### config.mk
export PLATFORM = sky130hd
export DESIGN_NAME = steer_en
export DESIGN_NICKNAME = d
export VERILOG_FILES = /design/src/rtl/steer_en_pkg.sv /design/src/rtl/steer_en_cmp.sv /design/src/rtl/steer_en.sv
export SDC_FILE = /design/constraint.sdc
export NUM_CORES = 1
export LEC_CHECK = 0
export CAP_MARGIN = 5
export CORE_MARGIN = 5
export CORE_UTILIZATION = 46
export DETAILED_ROUTE_END_ITERATION = 16
export GPL_TIMING_DRIVEN = 0
export PLACE_DENSITY = 0.67
export SLEW_MARGIN = 20
export SYNTH_ARGS = -nofsm -noshare
export SYNTH_HDL_FRONTEND = slang
export SYNTH_HIERARCHICAL = 1
export SYNTH_SLANG_ARGS = --single-unit
### constraint.sdc
create_clock -name clk -period 1.6 [get_ports clk]
set_input_delay 0.32 -clock clk [delete_from_list [all_inputs] [get_ports clk]]
set_output_delay 0.32 -clock clk [all_outputs]
set_load 0.05 [all_outputs]
### src/rtl/steer_en_pkg.sv
// Shared types and constants for the rider-detect / steering-enable sequencer.
package steer_en_pkg;

  typedef enum logic [1:0] {IDLE, WAIT, STEER} steer_state_t;

  localparam logic [11:0] MIN_RIDER_WT  = 12'h200;
  localparam logic [11:0] WT_HYSTERESIS = 12'h040;
  localparam int unsigned TMR_W         = 26;
  localparam int unsigned FAST_TMR_BITS = 15;

  // Terminal count: 2^15-1 for simulation builds, 2^26-1 (~1.34 s at 50 MHz) otherwise.
  function automatic logic tmr_is_full(input logic [TMR_W-1:0] tmr, input logic fast);
    return fast ? (&tmr[FAST_TMR_BITS-1:0]) : (&tmr);
  endfunction

endpackage

### src/rtl/steer_en_cmp.sv
// Combinational load-cell datapath: total weight and left/right imbalance flags.
module steer_en_cmp
  import steer_en_pkg::*;
(
  input  logic [11:0] lft_ld,
  input  logic [11:0] rght_ld,
  output logic        sum_gt_min,
  output logic        sum_lt_min,
  output logic        diff_gt_1_4,
  output logic        diff_gt_15_16
);

  logic        [12:0] sum;
  logic signed [12:0] diff_s;
  logic        [11:0] absdiff;

  always_comb begin
    sum     = {1'b0, lft_ld} + {1'b0, rght_ld};
    diff_s  = $signed({1'b0, lft_ld}) - $signed({1'b0, rght_ld});
    absdiff = diff_s[12] ? 12'(-diff_s) : diff_s[11:0];

    sum_gt_min    = sum > {1'b0, MIN_RIDER_WT};
    sum_lt_min    = sum < {1'b0, MIN_RIDER_WT - WT_HYSTERESIS};
    diff_gt_1_4   = {1'b0, absdiff} > (sum >> 2);
    diff_gt_15_16 = {1'b0, absdiff} > (sum - (sum >> 4));
  end

endmodule

### src/rtl/steer_en.sv
// Rider-detect and steering-enable sequencer: IDLE / WAIT / STEER with a settle timer.
module steer_en
  import steer_en_pkg::*;
#(
  parameter logic fast_sim = 1'b1
) (
  input  logic        clk,
  input  logic        rst_n,
  input  logic [11:0] lft_ld,
  input  logic [11:0] rght_ld,
  output logic        en_steer,
  output logic        rider_off
);

  logic sum_gt_min, sum_lt_min, diff_gt_1_4, diff_gt_15_16;
  logic tmr_full;

  steer_state_t     state_q, state_d;
  logic [TMR_W-1:0] tmr_q, tmr_d;
  logic             en_steer_q, en_steer_d;
  logic             rider_off_q, rider_off_d;

  steer_en_cmp u_cmp (
    .lft_ld        (lft_ld),
    .rght_ld       (rght_ld),
    .sum_gt_min    (sum_gt_min),
    .sum_lt_min    (sum_lt_min),
    .diff_gt_1_4   (diff_gt_1_4),
    .diff_gt_15_16 (diff_gt_15_16)
  );

  assign tmr_full = tmr_is_full(tmr_q, fast_sim);

  always_comb begin
    state_d = state_q;
    tmr_d   = tmr_q;
    unique case (state_q)
      IDLE: begin
        if (sum_gt_min) begin
          state_d = WAIT;
          tmr_d   = '0;
        end
      end
      WAIT: begin
        // Rider loss outranks imbalance, which outranks timer expiry.
        if (sum_lt_min) begin
          state_d = IDLE;
          tmr_d   = '0;
        end else if (diff_gt_1_4) begin
          tmr_d = '0;
        end else if (tmr_full) begin
          state_d = STEER;
        end else begin
          tmr_d = tmr_q + TMR_W'(1);
        end
      end
      STEER: begin
        if (sum_lt_min) begin
          state_d = IDLE;
          tmr_d   = '0;
        end else if (diff_gt_15_16) begin
          state_d = WAIT;
          tmr_d   = '0;
        end
      end
      default: begin
        state_d = IDLE;
        tmr_d   = '0;
      end
    endcase

    // Outputs are decoded from the next state so they register on the same edge.
    en_steer_d  = (state_d == STEER);
    rider_off_d = (state_d == IDLE);
  end

  always_ff @(posedge clk or negedge rst_n) begin
    if (!rst_n) begin
      state_q     <= IDLE;
      tmr_q       <= '0;
      en_steer_q  <= 1'b0;
      rider_off_q <= 1'b1;
    end else begin
      state_q     <= state_d;
      tmr_q       <= tmr_d;
      en_steer_q  <= en_steer_d;
      rider_off_q <= rider_off_d;
    end
  end

  assign en_steer  = en_steer_q;
  assign rider_off = rider_off_q;

endmodule

Word-level counts from Yosys, hierarchy flattened
Index checks and enable logic that the tools add are counted.

Bits in registers: 30. Input bits: 26. Logic and storage cells: 38.

$add $sub $neg: 5. Magnitude comparators: 4. Equality and inequality tests: 6. Muxes and demuxes: 15. Reduce and logical (&&, ||, !) cells: 4.

Operators with widths (number): $mux W26 (6); $pmux W26 S3 (1); $add A26 B1 Y26 const B (1); $reduce_and A15 Y1 (1); $add A12 B12 Y13 (1); $gt A12 B13 Y1 (1); $gt A13 B10 Y1 const B (1); $lt A13 B9 Y1 const B (1); $sub A12 B12 Y13 (1); $sub A13 B9 Y13 (1); $gt A12 B11 Y1 (1); $mux W12 (1); $mux W2 (6); $neg A12 Y12 (1); $pmux W2 S3 (1); $eq A2 B2 Y1 const B (2); $logic_not A2 Y1 (2); $ne A4 B4 Y1 const B (1); $ne A3 B3 Y1 const B (1); $reduce_and A3 Y1 (1); $eq A2 B1 Y1 const B (1); $ne A2 B2 Y1 const B (1).

Logic depth before layout (Yosys ltp)
Depth after elaboration: 8. Gate-level depth with buffers: 29. Mapped depth without buffers: 28.

Cells and area by module
The synthesis kept the hierarchy.

By module, submodules not included: steer_en_cmp (instances 1, cells each 361, area each 2817.7 um^2, seq. area each 0.0 um^2); steer_en (instances 1, cells each 113, area each 1116.1 um^2, seq. area each 476.7 um^2).

Worst setup path after synthesis
No wires, ideal clock.

Kind: input port to flip-flop. From: input lft_ld[0]. To: register tmr_q[12]. Library setup time: 124 ps. Arrival time: 5718 ps. Required time: 1476 ps. Path slack: -4241 ps. Stages on the path: 28. Path through: ha_1 -> inv_1 -> fa_1 -> nor2_1 -> o221ai_1 -> a21o_1 -> nor2b_1 -> xnor2_1 -> inv_1 -> ha_1 -> o21ai_0 -> nand2b_1 -> a21o_1 -> a21o_1 -> a31o_1 -> a21o_1 -> a311o_1 -> ha_1 -> and3_1 -> a221oi_1 -> a31oi_1 -> or3b_2 -> mux2i_1 -> o21a_1 -> nor3_1 -> a31o_2 -> buf_4 -> a211o_1.

RTL lines: start, declared (line steer_en.sv:9) `input logic [11:0] lft_ld,`; $sub A12 B12 Y13 (line steer_en_cmp.sv:19) `diff_s = $signed({1'b0, lft_ld}) - $signed({1'b0, rght_ld});`; $neg A12 Y12 (line steer_en_cmp.sv:20) `absdiff = diff_s[12] ? 12'(-diff_s) : diff_s[11:0];`; $mux W12 (line steer_en_cmp.sv:20); $gt A12 B13 Y1 (*) (line steer_en_cmp.sv:25) `diff_gt_15_16 = {1'b0, absdiff} > (sum - (sum >> 4));`; via diff_gt_15_16 (line steer_en.sv:15) `logic sum_gt_min, sum_lt_min, diff_gt_1_4, diff_gt_15_16;`; $ne A3 B3 Y1 (no source line) (*); $reduce_and A3 Y1 (no source line) (*); end signal, assigned (line steer_en.sv:85) `tmr_q <= tmr_d;`; end, declared (line steer_en.sv:19) `logic [TMR_W-1:0] tmr_q, tmr_d;`.

The timed path passes the listed nets; every way through them passes the cells marked *. A chain may end at the register's enable or synchronous reset.

Final worst setup path
From: input rght_ld[0]. To: register tmr_q[4].

RTL lines: start, declared (line steer_en.sv:10) `input logic [11:0] rght_ld,`; $sub A12 B12 Y13 (line steer_en_cmp.sv:19); $neg A12 Y12 (line steer_en_cmp.sv:20); $mux W12 (line steer_en_cmp.sv:20); $gt A12 B13 Y1 (*) (line steer_en_cmp.sv:25); via diff_gt_15_16 (line steer_en.sv:15); $ne A3 B3 Y1 (no source line) (*); $reduce_and A3 Y1 (no source line) (*).

Marks and branches as above.

==> reports/summary.log <==
INFO  outcome        run_status=finished, violations left
INFO  outcome        violated_checks=negative setup slack
INFO  placement      port_buffers=27
INFO  layout         nNetsFinal=667
INFO  setup_path     rr_startpoint=tmr_q[0]
INFO  clock_network  cts_made_buffers=3
INFO  clock_network  cts.reportedPaths.clkPinSlew=0.08ns
INFO  timing         final-setup-viol-count=19
INFO  drt            routed_wirelength=12.5mm
INFO  drt            route.vias.total=4253
INFO  placement      place_hpwl=8.14mm
INFO  setup_path     worst_reg2reg_path_length_in_cells=6
INFO  timing         worst_slack=-3.59ns
INFO  timing         timing_worst_slew_pin_value=1.02ns
INFO  setup_path     crit_fanout=5
INFO  layout         num_antenna_cells=0
INFO  synth          synth_area_leaders=sky130_fd_sc_hd__ha_1, sky130_fd_sc_hd__dfrtp_1, sky130_fd_sc_hd__xnor2_1
INFO  synth          synth.net_count=559
INFO  clock_network  ctsLongestPathBuffers=2
INFO  synth          asyncSetResetFlopFracSynth=100%
INFO  floorplan      dieArea=0.0105mm^2
INFO  setup_path     end_kind=register
INFO  synth          netlist_area=0.00393mm^2
INFO  timing         timing.final.hold_violations=0
INFO  global_route   grt_pass1_vias=4249
INFO  setup_path     required=1.79ns
INFO  synth          post_synthesis_area_per_instance=8.30um^2
INFO  floorplan      dieWidth=102um
INFO  clock_network  cts_num_sinks=19
INFO  synth          ys.flop_type=sky130_fd_sc_hd__dfrtp_1
INFO  timing         final-max-slew-violation-count=0
INFO  floorplan      num_rows=33
INFO  setup_path     ff2ff_setup_slack=-0.82ns
INFO  clock_network  htree_levels=1
INFO  synth          netlist-cell-type-count=81
INFO  synth          ys_ff_latch=19
INFO  setup_path     timing.setup.critical_path_class=in -> reg
INFO  drt            total_drc_errors_in_the_routed_layout=0
INFO  synth          synth-edff-count=0
INFO  drt            drt-initial-drc-count=267
INFO  setup_path     timing.critical_path.buf_inv=6
INFO  placement      place_area=0.00453mm^2
INFO  synth          synth_sequential_area_ratio=12.1%
INFO  drt            drt-pass1-iter-count=4
INFO  timing         finClkSkew=0.00763ns
INFO  setup_path     critical_path.startpoint=rght_ld[0]
INFO  power          total_power=6.42mW
INFO  power          powerDensity=1090mW/mm^2
INFO  clock_network  cts_root_buf=sky130_fd_sc_hd__clkbuf_8
INFO  clock_network  clock_tree_from_tritoncts=built
INFO  timing         grt_setup_unrepaired=yes
INFO  setup_path     critical_path.max_stage_delay=0.38ns
INFO  floorplan      floorplan.die.height=102um
INFO  floorplan      io-pin-count=28
INFO  power          p_leak=2.50nW
INFO  floorplan      initial_core_util=47.6%
INFO  global_route   global_route_wire_length_before_repair=19.9mm
INFO  drt            ant_nets=0
INFO  layout         fillerInstances=580
INFO  setup_path     timing.rr.end=tmr_q[4]
INFO  layout         post-route-cell-area=0.00590mm^2
INFO  hold_path      hold_end=tmr_q[14]
INFO  global_route   grtUsageTotal=23.2%
INFO  layout         layout-drive-gt1-share=43.0%
INFO  drt            wire_per_inst=18.3um
INFO  global_route   number_of_antenna_violations_at_the_first_check_in_global_routing=0
INFO  setup_path     critical_path.slowest_cell=sky130_fd_sc_hd__fa_2
INFO  setup_path     crit_arrival=5.38ns
INFO  timing         max_slew_margin=31.3%
INFO  timing         setup_total_negative_slack=-63.83ns
INFO  timing         fmaxAchievable=0.193GHz
INFO  hold_path      holdCritStartpoint=tmr_q[14]
INFO  global_route   maximum_number_of_pins_on_one_net_before_global_route_repair=20
INFO  hold_path      worstHoldPathCells=1
INFO  floorplan      placeableCoreArea=0.00826mm^2
INFO  placement      place_congestion=0.854
INFO  job            max_cap_violations=0
INFO  power          peakVddDrop=434uV
INFO  layout         flow.area_growth_from_synthesis=50.0%
INFO  timing         final.hold.worst_slack=0.527ns
INFO  hold_path      holdCritPathClass=reg -> reg
INFO  synth          synth_top_area_share=17.8%
INFO  drt            viasPerCell=6.20
INFO  clock_network  clk_latency=0.26ns
INFO  setup_path     critical-path-top-delay-family=compound AO/OA/AOI/OAI gates
INFO  timing         fin_crit=5.19ns
INFO  timing         min_period_over_period=325%
INFO  global_route   grt_overflow_total=0
INFO  synth          synth_top_cell_by_area=sky130_fd_sc_hd__ha_1
INFO  synth          synthCells=474
INFO  setup_path     start_kind=input pin
INFO  synth          synthesis.yosys.warnings=6
[how the worst max path moves through the flow]
stage                            to  depth (start not counted)
after floorplan           tmr_q[12]                         28
after global placement     tmr_q[1]                         28
after detailed placement   tmr_q[1]                         28
after CTS                 tmr_q[12]                         27
after global routing       tmr_q[5]                         29
final                      tmr_q[4]                         30
[per-layer routing]
metal | wire length, um | GRT usage [%] | up-vias
li1 | - | - | 2005
met1 | 5450 | 30.1 | 2061
met2 | 6120 | 41.3 | 158
met3 | 712 | 3.14 | 29
met4 | 247 | 3.94 | 0
met5 | 0 | 0 | -
[placed cells by master (no fill, tap or decap), types with 6 or more instances in the layout]
cell type and n:
sky130_fd_sc_hd__buf_4 74, sky130_fd_sc_hd__o22a_1 10, sky130_fd_sc_hd__a21oi_2 9, sky130_fd_sc_hd__clkdlybuf4s50_1 7, sky130_fd_sc_hd__dlygate4sd2_1 7, sky130_fd_sc_hd__ha_4 20, sky130_fd_sc_hd__nand3_1 12, sky130_fd_sc_hd__nand2b_1 9
sky130_fd_sc_hd__o21ai_0 11, sky130_fd_sc_hd__ha_1 31, sky130_fd_sc_hd__xnor2_1 24, sky130_fd_sc_hd__a21o_1 14, sky130_fd_sc_hd__nand4_1 8, sky130_fd_sc_hd__a21oi_1 15, sky130_fd_sc_hd__nor3b_1 6, sky130_fd_sc_hd__nand2_1 20
sky130_fd_sc_hd__nor2_1 14, sky130_fd_sc_hd__buf_6 14, sky130_fd_sc_hd__inv_2 13, sky130_fd_sc_hd__nor2b_1 7, sky130_fd_sc_hd__nor3_1 13, sky130_fd_sc_hd__dfrtp_1 18, sky130_fd_sc_hd__nor4_1 7, sky130_fd_sc_hd__inv_1 28
[power by group]
group / switching, mW / internal [mW] / leakage, nW
logic: 2.78 / 2.71 / 2.22
clock network: 0.166 / 0.177 / 0.0228
registers: 0.0516 / 0.529 / 0.257
total: 3.00 / 3.42 / 2.50
[registers in the layout (all words and copies together) (netlist names)]
| name | count |
|---|---|
| en_steer | 1 |
| rider_off | 1 |
| state_q | 2 |
| tmr_q | 15 |
[through the flow]
| stage | utilization [%] | std cells | setup slack [ns] |
|---|---|---|---|
| final | 71.5 | 686 | -3.59 |
| after global routing | 71.5 | 686 | -3.75 |
| after CTS | 67.7 | 667 | -3.65 |
| after detailed placement | 54.9 | 606 | -4.89 |
| after global placement | 54.9 | 606 | -4.81 |
| after floorplan | - | 474 | -3.60 |
[cell families (layout without fill, tap and decap cells)]
group / after synthesis / in the layout / share of synthesized area, %
AND/OR/NAND/NOR: 153 / 153 / 23.1
XOR/XNOR: 38 / 38 / 9.16
flip-flops: 19 / 19 / 12.1
buffers and inverters: 62 / 168 / 7.22
multiplexers: 7 / 7 / 1.84
AO/OA/AOI/OAI: 136 / 137 / 27.2
adder cells (fa/ha/maj): 59 / 59 / 19.3
[timing repair]
item / 4_1_cts / 5_1_grt
endpoints found under the setup margin: 21 / 20
buffers inserted: 59 / 18
resized for setup: 164 / 45
cloned: 1 / 1
hold buffers: 0 / 0
pin swaps: 61 / 44
[layout make-up]
| type | count | area, um^2 | area share (%) |
|---|---|---|---|
| Buffer | 12 | 131 | 2.23 |
| Tap cell | 105 | 131 | 2.23 |
| Timing Repair Buffer | 105 | 848 | 14.4 |
| Sequential cell | 19 | 477 | 8.08 |
| Inverter | 47 | 200 | 3.39 |
| Clock buffer | 4 | 45.0 | 0.763 |
| Multi-Input combinational cell | 394 | 4070 | 68.9 |
[cells in the mapped netlist (all sizes together), types with 11 or more instances]
library cell  number
ha                56
inv               47
xnor2             30
a21oi             24
nand2             21
nor2              20
o21ai             20
dfrtp             18
nor3              18
nand3             16
a21o              15
buf               12
nor4              12
nor2b             11
(Power assumes the default switching activity.)
